`src/rtl/arb_pkg.sv`:
```
// Shared constants for the 4-way round-robin arbiter: FSM encodings, requester count and
// the all-released grant pattern.
package arb_pkg;

  localparam logic [1:0] ST_IDLE  = 2'd0;
  localparam logic [1:0] ST_GRANT = 2'd1;
  localparam logic [1:0] ST_GAP   = 2'd2;

  localparam int unsigned N_REQ = 4;

  localparam logic [3:0] GNT_NONE = 4'b1111;

  function automatic logic [3:0] onehot4(input logic [1:0] idx);
    logic [3:0] oh;
    oh      = 4'b0000;
    oh[idx] = 1'b1;
    return oh;
  endfunction

endpackage

```
`src/rtl/gnt_dec2_4n.sv`:
```
// Combinational 2-to-4 decoder with active-low enable and active-low outputs.
module gnt_dec2_4n
  import arb_pkg::*;
(
  input  logic [1:0] idx,
  input  logic       en_n,
  output logic [3:0] y_n
);

  always_comb begin
    y_n = GNT_NONE;
    if (!en_n) begin
      y_n[idx] = 1'b0;
    end
  end

endmodule

```
`src/rtl/rr_arb4_dec.sv`:
```
// Four-requester round-robin arbiter with registered active-low one-hot grants, a forced dead
// cycle between owners and optional hold-time preemption.
module rr_arb4_dec
  import arb_pkg::*;
#(
  parameter int MAX_HOLD = 16,
  parameter int CNT_W    = 5
) (
  input  logic       clk,
  input  logic       rst_n,
  input  logic       en_n,
  input  logic [3:0] req,
  output logic [3:0] gnt_n,
  output logic [1:0] gnt_idx,
  output logic       gnt_vld,
  output logic       preempt
);

  localparam logic [CNT_W-1:0] HOLD_LAST = CNT_W'((MAX_HOLD > 0) ? MAX_HOLD - 1 : 0);
  localparam logic [CNT_W-1:0] HOLD_MAX  = {CNT_W{1'b1}};

  logic [1:0]       state_q, state_d;
  logic [1:0]       last_q, last_d;
  logic [1:0]       idx_q, idx_d;
  logic [CNT_W-1:0] hold_cnt_q, hold_cnt_d;
  logic [3:0]       gnt_n_q, gnt_n_d;
  logic             preempt_q, preempt_d;

  logic [1:0] start;
  logic [7:0] req2;
  logic [3:0] rot;
  logic [1:0] pe;
  logic [1:0] winner;
  logic       arb_ok;
  logic       rel, dis, pre;
  logic       dec_en_n;

  // Rotate so that last+1 sits at bit 0, pick the lowest set bit, then rotate the index back.
  always_comb begin
    start = last_q + 2'd1;
    req2  = {req, req};
    rot   = req2[start +: 4];
    pe    = 2'd0;
    for (int j = 3; j >= 0; j--) begin
      if (rot[j]) begin
        pe = 2'(j);
      end
    end
    winner = start + pe;
    arb_ok = !en_n && (req != 4'b0000);
  end

  always_comb begin
    rel = !req[idx_q];
    dis = en_n;
    pre = (MAX_HOLD != 0) && (hold_cnt_q == HOLD_LAST) &&
          ((req & ~onehot4(idx_q)) != 4'b0000);
  end

  always_comb begin
    state_d    = state_q;
    last_d     = last_q;
    idx_d      = idx_q;
    hold_cnt_d = hold_cnt_q;
    preempt_d  = 1'b0;
    unique case (state_q)
      ST_GRANT: begin
        if (rel || dis || pre) begin
          state_d   = ST_GAP;
          last_d    = idx_q;
          // Release and disable win over the hold limit, so they never report a preemption.
          preempt_d = pre && !rel && !dis;
        end else if (hold_cnt_q != HOLD_MAX) begin
          hold_cnt_d = hold_cnt_q + CNT_W'(1);
        end
      end
      ST_GAP: begin
        if (arb_ok) begin
          state_d    = ST_GRANT;
          idx_d      = winner;
          hold_cnt_d = '0;
        end else begin
          state_d = ST_IDLE;
        end
      end
      default: begin
        if (arb_ok) begin
          state_d    = ST_GRANT;
          idx_d      = winner;
          hold_cnt_d = '0;
        end
      end
    endcase
  end

  assign dec_en_n = (state_d != ST_GRANT);

  gnt_dec2_4n u_dec (
    .idx  (idx_d),
    .en_n (dec_en_n),
    .y_n  (gnt_n_d)
  );

  always_ff @(posedge clk) begin
    if (!rst_n) begin
      state_q    <= ST_IDLE;
      last_q     <= 2'd3;
      idx_q      <= 2'd0;
      hold_cnt_q <= '0;
      gnt_n_q    <= GNT_NONE;
      preempt_q  <= 1'b0;
    end else begin
      state_q    <= state_d;
      last_q     <= last_d;
      idx_q      <= idx_d;
      hold_cnt_q <= hold_cnt_d;
      gnt_n_q    <= gnt_n_d;
      preempt_q  <= preempt_d;
    end
  end

  assign gnt_n   = gnt_n_q;
  assign gnt_idx = idx_q;
  assign gnt_vld = ~&gnt_n_q;
  assign preempt = preempt_q;

endmodule
```
`config.mk`:
```
export PLATFORM = sky130hd
export DESIGN_NAME = rr_arb4_dec
export DESIGN_NICKNAME = d
export VERILOG_FILES = /design/src/rtl/arb_pkg.sv /design/src/rtl/gnt_dec2_4n.sv /design/src/rtl/rr_arb4_dec.sv
export SDC_FILE = /design/constraint.sdc
export NUM_CORES = 1
export LEC_CHECK = 0
export ABC_AREA = 1
export CORE_MARGIN = 2
export CORE_UTILIZATION = 50
export DETAILED_ROUTE_END_ITERATION = 12
export GPL_ROUTABILITY_DRIVEN = 1
export GPL_TIMING_DRIVEN = 0
export PLACE_DENSITY = 0.7
export SLEW_MARGIN = 15
export SYNTH_ARGS = -nofsm -noshare
export SYNTH_HDL_FRONTEND = slang
export SYNTH_HIERARCHICAL = 1
export SYNTH_SLANG_ARGS = --single-unit
```
`constraint.sdc`:
```
create_clock -name clk -period 2.7 [get_ports clk]
set_clock_uncertainty 0.2 [all_clocks]
set_input_delay 0.405 -clock clk [delete_from_list [all_inputs] [get_ports clk]]
set_output_delay 0.405 -clock clk [all_outputs]
set_load 0.02 [all_outputs]
```
==> metrics.yaml, run 1 <==
status: "completed"
grt-busiest-layer: "met2"
slew_headroom: 0.703
via_per_inst: 5.03
dp.cells: 224
start_kind: "flip-flop"
ctsResizeCount: 1
total_power_mw: 1.16
row_count: 17
postCtsSetupBuffers: 0
cts_hold_buf: 0
wl_um: 2340
path_clk_slew_ns: 0.09
fp.coreArea_um2: 2170
clockPowerShare: 0.131
io_buffers: 14
numCtsBuffers: 3
worstMarginPinSlew_ns: 0.446
ys_seq_elements: 16
cts_max_level: 1
track_usage: 0.198
p_leak_nw: 0.695
cts_root_buf: "clkbuf_4"
dp_hpwl_um: 1850
start_util: 0.514
min_period_ns: 2.47
fin_cells: 228
diodes: 0
grt_pass1_wl_um: 4000
gr-total-overflow: 0
critical_path.top_delay_family: "simple AND/OR/NAND/NOR gates"
rsz0062_at_grt: "no"
synth.distinct_cells: 23
pre_cts_ws_ns: -0.296
crit_path_cell_trace: "buf_4 > nand2_1 > nand2_1 > nand2_1 > a31oi_1 > nor2_1 > ha_1 > xor2_1 > inv_1 > nand2_1 > nand3_1 > nand2_1 > inv_1 > inv_1 > nand3_1 > or2_2"
syn_nets: 195
crit_path_max_incr_delay_ns: 0.38
firstDrtPassIters: 4
yosys_warnings: 6
drc: 0
powerDensity_nw_per_um2: 869
path_buf_inv: 4
required_ns: 2.67
cts_tree: "done"
vdd_drop_max_uv: 521
p_sw_uw: 547
clk_path_buf_depth: 2
cap_violations: 0
setup_viol: 0
die_height_um: 51.2
cpMostUsedCell: "nand2_1"
ios: 15
finalHoldViolCount: 0
drive_gt1_frac: 0.0950
grt_pass1_vias: 981
crit_type: "reg2reg"
seq_area_frac_synth: 0.287
antenna_found_initial: 0
intPower_uw: 618
cp.arrival_ns: 2.44
clkSinkCount: 16
power_frac_comb: 0.585
hold_path.class: "reg2reg"
gp_congestion: 0.739
path_max_fanout: 10
max_freq_mhz: 405
maxSlewViolCount: 0
wl_per_cell_um: 10.2
grtUsageMet2: 0.368
min_period_over_period: 0.915
postRouteAntennaNets: 0
die_x_um: 51.2
seqPwrFrac: 0.285
via_count: 1146
switching_share: 0.469
slowest_stage: "dfxtp_2"
avgSynthCellArea_um2: 6.13
clock_latency_ns: 0.28
netlist_instances: 182
syn2layout_area_growth_pct: 20.3
cp-end-kind: "flip-flop"
grt_use_met3: 0.0351
syn-cell-area_um2: 1110
nets: 214
grtUsageMet1: 0.237
grt_start_max_net_pins: 11
setup_slack_ns: 0.229
dieArea_um2: 2620
initialDrtViolationCount: 26
[worst min-delay path: cells and delay by family, from the launching register on]
family / cells / cell delay (ns)
flip-flops: 1 / 0.33
AND/OR/NAND/NOR: 1 / 0.08
AO/OA/AOI/OAI: 1 / 0.05
[final timing paths]
check | from | cells after the start | end | slack, ns
setup / recovery | last_q[0]$_SDFFE_PN1P_ | 16 | gnt_n[1]$_SDFF_PN1_ | 0.23
hold / removal | hold_cnt_q[1]$_SDFFE_PN0P_ | 2 | hold_cnt_q[1]$_SDFFE_PN0P_ | 0.30
hold reg to reg | hold_cnt_q[1]$_SDFFE_PN0P_ | 2 | hold_cnt_q[1]$_SDFFE_PN0P_ | 0.30
setup reg to reg | last_q[0]$_SDFFE_PN1P_ | 16 | gnt_n[1]$_SDFF_PN1_ | 0.23
[flip-flops by register name (all words and copies together), names as in the netlist]
register / flops
gnt_idx: 2
state_q: 2
hold_cnt_q: 5
preempt: 1
gnt_n: 4
last_q: 2
[layer usage]
metal | vias to the layer above | share of wire
met5 | - | 0
met4 | 0 | 0.0060
met3 | 2 | 0.023
met1 | 516 | 0.48
li1 | 614 | -
met2 | 14 | 0.49
[synth_stat cells (all sizes together)]
master	instances	area share
a31oi	1	0.0056
a21oi	8	0.036
nand2	77	0.26
nand4	5	0.028
or2	4	0.022
dfxtp	16	0.29
a211oi	1	0.0067
nor3	1	0.0045
nor3b	1	0.0067
o21ai	5	0.033
inv	24	0.081
xor2	2	0.016
nor2	14	0.054
buf	1	0.0045
ha	6	0.067
nand3	13	0.070
clkbuf	1	0.0034
o211ai	2	0.013
[metrics by stage]
stage,util,hold WS (ns),setup TNS [ns],area (um2)
5_1_grt,0.618,0.345,0,1340
6_report,0.618,0.304,0,1340
2_1_floorplan,-,0.275,0,1110
3_3_place_gp,0.595,0.292,-0.742,1290
3_5_place_dp,0.595,0.298,-1.04,1290
4_1_cts,0.611,0.311,0,1330
[area by class of cell]
cell class | instances | area (um2)
clock buffers | 4 | 36.3
inverters | 24 | 92.6
plain buffers | 2 | 11.3
flip-flops and latches | 16 | 322
fillers | 220 | 828
multi-input cells | 140 | 698
well taps | 28 | 35.0
repair buffers | 14 | 146
[power groups by stage]
stage | clock (mW) | combinational, mW | sequential (mW)
finish | 0.152 | 0.681 | 0.331
global route | 0.171 | 0.777 | 0.340
CTS | 0.161 | 0.674 | 0.328
detailed placement | 0 | 0.671 | 0.334
global placement | 0 | 0.653 | 0.332
floorplan | 0 | 0.467 | 0.355
[layout by cell type (no fill, tap or decap)]
cell             count
a21oi_1              8
dlymetal6s2s_1       3
dfxtp_2              1
inv_2                1
o21ai_4              1
clkdlybuf4s50_1     10
inv_1               22
nand2_2              2
nand3_1             12
clkbuf_4             3
nand2_1             75
xor2_1               2
inv_4                1
nor3_1               1
or2_2                4
dfxtp_1             15
clkbuf_1             1
clkbuf_8             1
buf_4                1
o211ai_1             2
nand4_1              5
a211oi_1             1
a31oi_1              1
o21ai_0              4
nor2_1              11
nor3b_1              1
nand3_4              1
nor2_2               3
dlygate4sd2_1        1
ha_1                 6
[cell families (layout without fill, tap and decap cells)]
| kind of cell | after synthesis | after routing | synth area share |
|---|---|---|---|
| adder cells (fa/ha/maj) | 6 | 6 | 0.0673 |
| AO/OA/AOI/OAI | 17 | 17 | 0.0943 |
| flip-flops | 16 | 16 | 0.287 |
| AND/OR/NAND/NOR | 115 | 115 | 0.447 |
| buffers and inverters | 26 | 44 | 0.0887 |
| XOR/XNOR | 2 | 2 | 0.0157 |
(Power assumes the default switching activity.)
==> run 2, diff against run 1 <==
--- a/config.mk
+++ b/config.mk
@@ -9,7 +9,7 @@
 export CORE_MARGIN = 2
 export CORE_UTILIZATION = 50
 export DETAILED_ROUTE_END_ITERATION = 12
-export GPL_ROUTABILITY_DRIVEN = 1
+export GPL_ROUTABILITY_DRIVEN = 0
 export GPL_TIMING_DRIVEN = 0
 export PLACE_DENSITY = 0.7
 export SLEW_MARGIN = 15
==> results of run 2 <==
The final DEF is identical to that of run 1; final timing and power are the same.
